--- config.mk ---
export PLATFORM = sky130hd
export DESIGN_NAME = shift_right_iterative
export DESIGN_NICKNAME = d
export VERILOG_FILES = /design/src/rtl/shift_right_iterative.sv
export SDC_FILE = /design/constraint.sdc
export NUM_CORES = 1
export LEC_CHECK = 0
export CORE_MARGIN = 5
export CORE_UTILIZATION = 43
export CTS_CLUSTER_DIAMETER = 120
export DETAILED_ROUTE_END_ITERATION = 6
export PLACE_DENSITY = 0.8
export SKIP_CTS_REPAIR_TIMING = 1
export SYNTH_ARGS = -nofsm -noshare
export SYNTH_HDL_FRONTEND = slang
export SYNTH_SLANG_ARGS = --single-unit
--- constraint.sdc ---
create_clock -name clk -period 2 [get_ports clk]
set_input_delay 0.2 -clock clk [delete_from_list [all_inputs] [get_ports clk]]
set_output_delay 0.2 -clock clk [all_outputs]
set_load 0.02 [all_outputs]
--- src/rtl/shift_right_iterative.sv ---
// Multi-cycle right shifter (SRL/SRA), one bit position per clock.
// Operands enter and results leave through valid/ready handshakes.
module shift_right_iterative #(
  parameter  int N  = 32,
  localparam int SW = $clog2(N)
) (
  input  logic          clk,
  input  logic          rst,
  input  logic          in_valid,
  output logic          in_ready,
  input  logic [N-1:0]  in,
  input  logic [SW-1:0] shamt,
  input  logic          arith,
  output logic          out_valid,
  input  logic          out_ready,
  output logic [N-1:0]  out
);

  typedef enum logic [1:0] {
    IDLE  = 2'd0,
    SHIFT = 2'd1,
    DONE  = 2'd2
  } state_t;

  state_t        state, state_nxt;
  logic [N-1:0]  data;
  logic [SW-1:0] count;
  logic          mode;
  logic          accept;

  assign in_ready  = (state == IDLE) || ((state == DONE) && out_ready);
  assign out_valid = (state == DONE);
  assign out       = data;
  assign accept    = in_valid && in_ready;

  always_comb begin
    state_nxt = state;
    case (state)
      IDLE:
        if (accept) state_nxt = (shamt != '0) ? SHIFT : DONE;
      SHIFT:
        if (count == SW'(1)) state_nxt = DONE;
      DONE:
        // Handoff and a fresh accept can share one edge: no idle bubble.
        if (out_ready) begin
          if (accept) state_nxt = (shamt != '0) ? SHIFT : DONE;
          else        state_nxt = IDLE;
        end
      default:
        state_nxt = IDLE;
    endcase
  end

  always_ff @(posedge clk) begin
    if (rst) begin
      state <= IDLE;
      data  <= '0;
      count <= '0;
      mode  <= 1'b0;
    end else begin
      state <= state_nxt;
      if (accept) begin
        data  <= in;
        count <= shamt;
        mode  <= arith;
      end else if (state == SHIFT) begin
        data  <= {mode & data[N-1], data[N-1:1]};
        count <= count - SW'(1);
      end
    end
  end

endmodule
### After elaboration in Yosys (flattened, before gate mapping)

Cells that the tools add are included.
Widths: inputs -> output; s select.

| storage, ports and cells | value |
|---|---|
| input port bits | 42 |
| output and inout port bits | 34 |
| flip-flop bits (word level) | 40 |
| logic and storage cells | 29 |

| operators by class | value |
|---|---|
| $add $sub $neg | 1 |
| reductions and logical operators | 7 |
| bitwise logic cells | 1 |
| equality and inequality tests | 6 |
| muxes and demuxes | 10 |

Operators by type and width:

| cell | number |
|---|---|
| $mux 32 | 2 |
| $mux 2 | 5 |
| $mux 5 | 2 |
| $pmux 2 s3 | 1 |
| $eq 5x1->1 const B | 1 |
| $reduce_bool 5->1 | 1 |
| $sub 5x1->5 const B | 1 |
| $ne 2x2->1 const B | 2 |
| $reduce_and 3->1 | 1 |
| $eq 2x1->1 const B | 1 |
| $eq 2x2->1 const B | 1 |
| $logic_and 1x1->1 | 2 |
| $logic_not 2->1 | 1 |
| $ne 2x1->1 const B | 1 |
| $reduce_bool 2->1 | 1 |
| $and 1x1->1 | 1 |
| $logic_or 1x1->1 | 1 |

### Depth between registers and ports, before layout

Gate-level depths: netlist of run 1.

| depth | value |
|---|---|
| depth after elaboration | 7 |
| gate-level depth with buffers | 6 |
| depth with buffers taken out | 5 |

### Worst setup path before layout of run 1

No wires, ideal clock.

| path | value |
|---|---|
| path kind | reg-to-reg |
| start | register state[0] |
| end | register data[6] (netlist: out[6]) |
| path buffers | 3 |
| data arrival time | 1.646 ns |
| data required time | 1.942 ns |
| clock period less this slack | 1.704 ns |
| stages on the path, launching flop included | 7 |
| setup slack | 0.296 ns |
| library setup time | 0.058 ns |
| path through | dfxtp_1 buf_6 or3b_1 buf_6 a311oi_4 buf_6 a221o_2 |

| between the ends | value |
|---|---|
| longest elaborated chain between the ends | 5 |
| elaborated cells between the ends (all ways) | 8 |
| those cells by class | eq/ne: 2; mux: 1; reduce/logical: 5 |

Ends and longest elaborated chain:

| what | line | source |
|---|---|---|
| from (decl) | 25 | `state_t state, state_nxt;` |
| from (signal assigned) | 61 | `state <= state_nxt;` |
| $eq 2x2->1 | 31 | `assign in_ready = (state == IDLE) \|\| ((state == DONE) && out_ready);` |
| $logic_and 1x1->1 | 31 |  |
| $logic_or 1x1->1 | 31 |  |
| $logic_and 1x1->1 | 34 | `assign accept = in_valid && in_ready;` |
| $mux 32 or $reduce_bool 2->1 (tied branches) | - |  |
| to (signal assigned) | 63 | `data <= in;` |
| to (signal assigned) | 67 | `data <= {mode & data[N-1], data[N-1:1]};` |
| to (decl) | 26 | `logic [N-1:0] data;` |

Parallel ways exist; a longest one is shown, timed or not.
A chain may end at the register's enable or synchronous reset.

### Worst setup path after layout of run 1

| path | value |
|---|---|
| start | register state[1] |
| end | output out_valid |

| between the ends | value |
|---|---|
| longest elaborated chain between the ends | 1 |

Ends and longest elaborated chain:

| what | line | source |
|---|---|---|
| $eq 2x2->1 | 32 | `assign out_valid = (state == DONE);` |
| to (decl) | 14 | `output logic out_valid,` |

No other way between the ends.

==> results of run 1 <==
[sequential cells by signal (all words and copies together) (netlist names)]
| name | cells |
|---|---|
| state | 2 |
| count | 5 |
| mode | 1 |
| out | 32 |
[synth_stat cells, types with 2 or more instances]
cell                        n
sky130_fd_sc_hd__o221a_2    2
sky130_fd_sc_hd__inv_1      7
sky130_fd_sc_hd__clkbuf_1   7
sky130_fd_sc_hd__nor2b_1    5
sky130_fd_sc_hd__a221o_2   21
sky130_fd_sc_hd__buf_2      4
sky130_fd_sc_hd__and3_1    31
sky130_fd_sc_hd__nor2_1     4
sky130_fd_sc_hd__a221o_1   12
sky130_fd_sc_hd__ha_1       2
sky130_fd_sc_hd__buf_6      5
sky130_fd_sc_hd__a21oi_1    2
sky130_fd_sc_hd__o21ai_0    2
sky130_fd_sc_hd__o311ai_0   4
sky130_fd_sc_hd__dfxtp_1   40
sky130_fd_sc_hd__nand4_1    5
sky130_fd_sc_hd__nor3b_1    3
sky130_fd_sc_hd__a31oi_1    2
sky130_fd_sc_hd__or3b_2     2
[per-layer routing]
metal,part of all wire [%],GRT usage (%),wire length [um],vias to the layer above
met4,2.0,7.96,102,0
met2,46,29.6,2410,66
met1,44,25.0,2290,844
li1,-,-,-,864
met3,7.8,5.01,407,9
met5,0,0,0,-
[cells by family (layout without fill, tap and decap cells)]
| logic type | Yosys count | after routing | synth area share, % |
|---|---|---|---|
| and+or+nand+nor | 61 | 61 | 20.8 |
| muxes | 1 | 1 | 0.538 |
| AOI/OAI and AO/OA | 49 | 49 | 26.7 |
| adders and majority gates | 2 | 2 | 1.34 |
| DFF | 40 | 40 | 43.0 |
| xor gates and xnor gates | 1 | 1 | 0.471 |
| buffers and inverters | 24 | 103 | 7.19 |
[area by class of cell]
class,count,area (um2),share of cell area (%)
multi-input cells,114,933,32.9
repair buffers,88,888,31.3
flip-flops and latches,40,801,28.3
clock buffers,5,68.8,2.43
well taps,52,65.1,2.30
clock inverters,3,47.5,1.68
inverters,7,30.0,1.06
[power groups by stage]
stage	combinational [mW]	sequential [mW]	clock [mW]
after floorplan	0.810	1.37	0
after global placement	1.60	1.20	0
after detailed placement	1.64	1.21	0
after CTS	1.65	1.19	0.696
after global routing	1.79	1.23	0.726
final	1.65	1.19	0.673
[stage by stage]
stage / area, um2 / instances
floorplan: 1860 / 178
global placement: 2710 / 301
detailed placement: 2710 / 301
CTS: 2830 / 309
global route: 2830 / 309
finish: 2830 / 309
[worst paths after layout]
| path | slack (ps) | to | cells after the start | startpoint |
|---|---|---|---|---|
| hold reg to reg | 480 | mode | 2 | mode |
| setup reg to reg | 360 | out[13] | 4 | state[0] |
| hold / removal | 480 | mode | 2 | mode |
| setup / recovery | 240 | out_valid | 4 | state[1] |
[critical path: stages, from the launching register on]
cell and delay, ps:
sky130_fd_sc_hd__dfxtp_1 340, sky130_fd_sc_hd__buf_4 150, sky130_fd_sc_hd__inv_1 70, sky130_fd_sc_hd__nor2_1 100, sky130_fd_sc_hd__clkdlybuf4s50_1 610
==> flow_results.org, run 1 <==
** Cells and area
- For this run, the post-layout net count is 300.
- Area overhead of the layout relative to synthesis :: 52.2%
- The top cell types in the final layout, fill and taps aside, are sky130_fd_sc_hd__clkdlybuf4s50_1 (74), sky130_fd_sc_hd__dfxtp_1 (40), sky130_fd_sc_hd__and3_1 (31).
- Measured on the finished design, the core utilization comes to between 60% and 70%.
- Antenna diodes :: 0
- Of the cells placed in the final design, the portion with a size suffix greater than 1 is about 19%.
- Most common cell after layout, fill and taps aside :: sky130_fd_sc_hd__clkdlybuf4s50_1
- Number of fill cells :: ~360

** Run status
- Result of the run :: complete, no violations

** Worst setup path
- Max FO, Critical Path :: 8
- Worst Setup Start Kind :: flip-flop
- The worst setup path is of the reg -> out kind.
- The worst setup path is captured at an output port.
- Data on the critical path arrives at its endpoint at ~1600 ps.
- At the worst endpoint, the required time is between 1500 and 2000 ps.

** Power and ir drop
- Per report_power, the clock group accounts for a little under a fifth of the total.
- Comb pwr share :: 46.9%
- Power comes to 3.52 mW.
- In this run the static leakage power is between 1 and 1.5 nW.
- Net switching is a little under two fifths of the power.
- Sequential Power Share :: approximately 34%
- Dividing total power by cell area gives a power density of approximately 1200 nW/um2.
- Internal power contribution :: 2.22 mW
- Across the VDD grid, the largest voltage drop is around 0.00079 V.
- Summed over all nets, the switching power comes to approximately 1.3 mW.

** Synth
- Mapped Cells :: between 150 and 200
- The Yosys step of the flow raised 0 warnings.
- Leading area contributor after synthesis :: sky130_fd_sc_hd__dfxtp_1
- Number of distinct library cells after synthesis :: 37
- FF+latch count, synth :: 40
- Number of enable-type register cells in the synthesized netlist :: 0
- The synthesized design devotes to its leading area cell type 43.0% of total area.
- Sequential elements use a little over two fifths of the synthesized area.
- In the synthesized netlist the dominant register cell turns out to be sky130_fd_sc_hd__dfxtp_1.
- The mapped netlist covers 1860 um2.
- Synthesized netlist net count :: around 220
- Each instance of the synthesized netlist takes up on average about 10 um2.
- Sorting the synthesized cells by area gives the leading types as sky130_fd_sc_hd__dfxtp_1 (43%), sky130_fd_sc_hd__a221o_2 (13%), sky130_fd_sc_hd__and3_1 (10%).
- Fraction of synthesis flops using an asynchronous set or reset pin :: 0%

** Placed design
- Buffers on Ports :: 75
- HPWL after detailed placement :: around 3600 um
- Dpl ws :: around 53 ps
- Routability-driven placement finished with a final weighted congestion of 0.834.

** Floorplanning
- Std-Cell Core Area :: 4260 um2
- Cell row count :: 24
- The die is 75.8 um tall.
- In this run the count of I/O pins placed on the die edge is 76.
- Starting density of the core :: 43.7%
- The die covers between 5000 and 6000 um2.
- Measured along the x axis, the die boundary spans 75.8 um.

** Route
- Dividing the detail-routed via count by the number of cells gives between 5 and 6.
- Number of DRC markers in iteration 0 :: around 120
- Drt first pass iters :: 4
- Residual DRC :: 0
- For this block, the routed nets add up to 5210 um of wire.
- Average wire length per cell after detail routing :: approximately 17 um
- Antenna-violating nets left :: 0
- Across all layers, the routed design uses about 1,800 vias.

** STA
- Unrepaired setup endpoints after global routing :: false
- Rel. slew slack :: about three fifths
- Based on the critical path, the design can be clocked at up to between 500 and 600 MHz.
- Dividing the final minimum period by the clock period gives roughly nine tenths.
- On the final layout, the worst clock skew is roughly 8 ps.
- Final slew viol count :: 0
- Final setup violation count :: 0
- Worst path setup slack after routing :: about 240 ps
- Worst hold margin :: 476 ps
- Hold violation count in the final report :: 0
- Fin Setup TNS :: 0 ps
- The smallest clock period supported by the final layout is computed as roughly 1800 ps.
- For the pin with the worst max-slew slack, the measured transition is roughly 560 ps.

** Global routing
- Initial antenna violation count :: 0
- Pin count of the biggest net entering global routing :: 34
- Total routing usage reported by global routing :: between 10% and 20%
- First-pass GRT wire length :: 8350 um
- Global routing finished with a remaining overflow of 0.
- Number of global-route vias before repair :: 1,731

** CTS
- Clock tree from TritonCTS :: yes
- For the worst-skew pair, the clock arrives at the later sink with an insertion delay of around 300 ps.
- Count of H-tree levels built during CTS :: 2
- The clock net in this run drives a total of 40 sinks.
- Cts bufs inserted :: 5
- Clk slew on worst S/H paths :: about 80 ps
- Root Buffer Master :: sky130_fd_sc_hd__clkbuf_8
- Clock tree buffer depth :: 2

** Min path
- The worst hold path belongs to the class reg -> reg.

** Job
- Across the run, the number of max-cap violations was 0.
Power figures use the tool's default switching activity.
==> run 2, diff against run 1 <==
--- a/config.mk
+++ b/config.mk
@@ -5,7 +5,6 @@
 export SDC_FILE = /design/constraint.sdc
 export NUM_CORES = 1
 export LEC_CHECK = 0
-export CORE_MARGIN = 5
 export CORE_UTILIZATION = 43
 export CTS_CLUSTER_DIAMETER = 120
 export DETAILED_ROUTE_END_ITERATION = 6
==> run 2 against run 1 <==
Compared with the run above:
- clock skew is 6.5 ps lower
- global-route usage rose by 2.5 points
- register-to-register slack about the same
- flip-flop and latch count unchanged
- critical endpoint unchanged
- largest power group unchanged
==> flow_results.org, run 2 (synthesized netlist as in run 1, its figures left out) <==
** Run status
- The run finished with clean final reports.

** Floorplanning
- The placement row count is 23 (-4.2%).
- The die span in y was 67.8 um (-11%).
- Ports :: 76 (unchanged)
- Die outline width :: 67.8 um (-11%)
- Starting density of the core :: 45.6% (+1.9 points)
- Std-Cell Core Area :: 4090 um2 (-4.2%)
- Die area :: 4600 um2 (-20%)

** Placed design
- Placer Congestion :: 0.844 (+1.1%)
- Buffers on Ports :: 75 (unchanged)
- The placed wire-length estimate came to 3290 um (-9.3%).

** Worst setup path
- The largest fanout on the critical path is 8 (unchanged).
- STA classifies the critical path endpoint as an output port.
- The critical path in this run is classified as reg -> out.
- The worst setup path is launched from a flip-flop.
- The signal arrival time at the worst endpoint is 1550 ps (about the same).
- Following the worst setup path forward leads to its endpoint at out_valid.
- Required time at the endpoint of the critical path :: 1800 ps (about the same)
- Flop2flop setup slack :: 350 ps (about the same)
- In this run the critical register-to-register path is captured at out[25].
- CP startpoint :: state[1]
- The startpoint identified for the worst register-to-register timing path is state[0].
- The number of cell instances on the worst register-to-register path was 4 (unchanged).

** Power and ir drop
- The power share of the combinational group is 49.0% (+2.1 points).
- Maximum ir drop on the vdd rail :: 0.000700 V (-11%)
- Sequential Power Share :: 36.1% (+2.2 points)
- The leakage power figure was 1.18 nW (-1.4%).
- The internal portion of total power was 2.10 mW (-5.6%).
- The switching share of power was 37.2% (+0.31 points).
- Switch Pwr :: 1.24 mW (-4.3%)
- The part of the total power dissipated in the clock network was 15.0% (-4.1 points).
- The total power per unit cell area is 1200 nW/um2 (-3.5%).

** Route
- Routed via count :: 1,788 (+0.28%)
- Number of DRC markers in iteration 0 :: 140 (+16%)
- Drt first pass iters :: 4 (unchanged)
- The routed via count divided by cell count came to 5.82 (+0.93%).
- Overall routed net length :: 4830 um (-7.2%)
- The routed wirelength normalized by instance count came to 15.7 um (-6.6%).
- Antenna-violating nets left :: 0 (unchanged)
- The number of DRC violations after detailed routing was 0 (unchanged).

** STA
- The max-slew violation count was 0 (unchanged).
- Final setup violation count :: 0 (unchanged)
- Hold violation count in the final report :: 0 (unchanged)
- Clock skew :: 1.57 ps (-6.47 ps)
- Worst hold margin :: 478 ps (+1.77 ps)
- Fin Setup TNS :: 0 ps (unchanged)
- Setup repair after global routing left no endpoint under its margin.
- Slew at the pin closest to its max-slew limit :: 769 ps (+204 ps)
- The maximum clock rate is 572 MHz (+0.82%).
- Final Cycle Share :: 87.5% (-0.72 points)
- Fin crit period :: 1750 ps (-14.4 ps)
- Rel. slew slack :: 48.7% (-13 points)

** Cells and area
- The diode insertion count for antenna repair was 0 (unchanged).
- Net count, final :: 301 (+0.33%)
- From synthesis to final layout, the design area changed by 49.7%.
- Area used by multi-input combinational logic :: 933 um2 (unchanged)
- The share of final-layout standard cells stronger than drive strength 1 was 19.1% (-0.39 points).
- Most common cell after layout, fill and taps aside :: sky130_fd_sc_hd__clkdlybuf4s50_1
- Commonest non-fill, non-tap cells in the layout :: sky130_fd_sc_hd__clkdlybuf4s50_1 (74), sky130_fd_sc_hd__dfxtp_1 (40), sky130_fd_sc_hd__and3_1 (31)
- The flip-flop count of the largest register after layout was 32 (unchanged).
- The number of fill cells in the layout is 333 (-8.0%).
- FF+latch area :: 801 um2 (unchanged)

** CTS
- CTS placed an instance of sky130_fd_sc_hd__clkbuf_8 at the clock tree root.
- The total clock buffers created by CTS was 5 (unchanged).
- TritonCTS built the clock tree.
- Clock latency on the worst-skew pair :: 290 ps (about the same)
- Count of H-tree levels built during CTS :: 2 (unchanged)
- Clk slew on worst S/H paths :: 70 ps (about the same)
- The number of clock sinks came to 40 (unchanged).
- The maximum count of clock buffers along a single path was 2 (unchanged).

** Global routing
- Initial antenna violation count :: 0 (unchanged)
- The maximum number of pins on one net before global-route repair came to 34 (unchanged).
- The first-pass GRT wire length was 7420 um (-11%).
- The sum of overflow across all layers after global routing came to 0 (unchanged).
- The number of global-route vias before repair is 1,583 (-8.5%).
- Total routing usage reported by global routing :: 21.5% (+2.5 points)

** Min path
- The path class of the tightest hold or removal check is reg -> reg.

** Job
- The number of max-capacitance violations reported was 0 (unchanged).
run 2: cell types whose count changed in the layout (fill, tap and decap cells not counted):
cell                        change
sky130_fd_sc_hd__clkinv_2       +1
sky130_fd_sc_hd__buf_12         -1
sky130_fd_sc_hd__bufinv_16      -1
sky130_fd_sc_hd__clkbuf_1       +1
sky130_fd_sc_hd__buf_4          +2
sky130_fd_sc_hd__clkinv_4       -2
run 2: how the worst min path moves through the flow:
stage	from	endpoint	slack, ps	cells past startpoint
5_1_grt	mode	mode	510	2
3_5_place_dp	mode	mode	470	2
3_3_place_gp	mode	mode	460	2
6_report	mode	mode	480	2
4_1_cts	arith	mode	480	3
2_1_floorplan	in[3]	out[3]	340	1
run 2: worst max-delay path, stage by stage, from the launching register on:
cell,delay (ps)
sky130_fd_sc_hd__dfxtp_1,340
sky130_fd_sc_hd__buf_4,150
sky130_fd_sc_hd__inv_1,60
sky130_fd_sc_hd__nor2_1,100
sky130_fd_sc_hd__clkdlybuf4s50_1,600
run 2: area by class of cell:
cell class | count | share of cell area (%)
Clock buffer | 6 | 2.60
Clock inverter | 1 | 0.180
Inverter | 7 | 1.08
Multi-Input combinational cell | 114 | 33.5
Sequential cell | 40 | 28.7
Tap cell | 50 | 2.24
Timing Repair Buffer | 89 | 31.7
run 2: power groups by stage:
stage / clock network, mW / registers (mW) / logic, mW
2_1_floorplan: 0 / 1.37 / 0.810
3_3_place_gp: 0 / 1.21 / 1.61
3_5_place_dp: 0 / 1.22 / 1.62
4_1_cts: 0.517 / 1.20 / 1.63
5_1_grt: 0.549 / 1.23 / 1.76
6_report: 0.500 / 1.20 / 1.63
run 2: layer usage:
layer,global-route usage (%),routed length [um],up-vias
met5,0,0,-
met2,34.4,2280,76
met1,27.7,2150,840
met4,7.03,52,0
li1,-,-,865
met3,6.08,353,7
run 2: stage by stage:
step	instance area, um2	utilization [%]	worst slack (ps)	power, mW	std cells
6_report	2790	68.2	251	3.34	307
5_1_grt	2790	68.2	150	3.55	307
4_1_cts	2780	68.1	26.4	3.35	307
3_5_place_dp	2700	66.2	47.1	2.84	300
3_3_place_gp	2700	66.2	63.8	2.82	300
2_1_floorplan	1860	-	296	2.18	178
==> run 3, diff against run 2 <==
--- a/config.mk
+++ b/config.mk
@@ -8,6 +8,7 @@
 export CORE_UTILIZATION = 43
 export CTS_CLUSTER_DIAMETER = 120
 export DETAILED_ROUTE_END_ITERATION = 6
+export HOLD_SLACK_MARGIN = 0.03
 export PLACE_DENSITY = 0.8
 export SKIP_CTS_REPAIR_TIMING = 1
 export SYNTH_ARGS = -nofsm -noshare
==> results of run 3 <==
The final DEF is identical to that of run 2; final timing and power are the same.
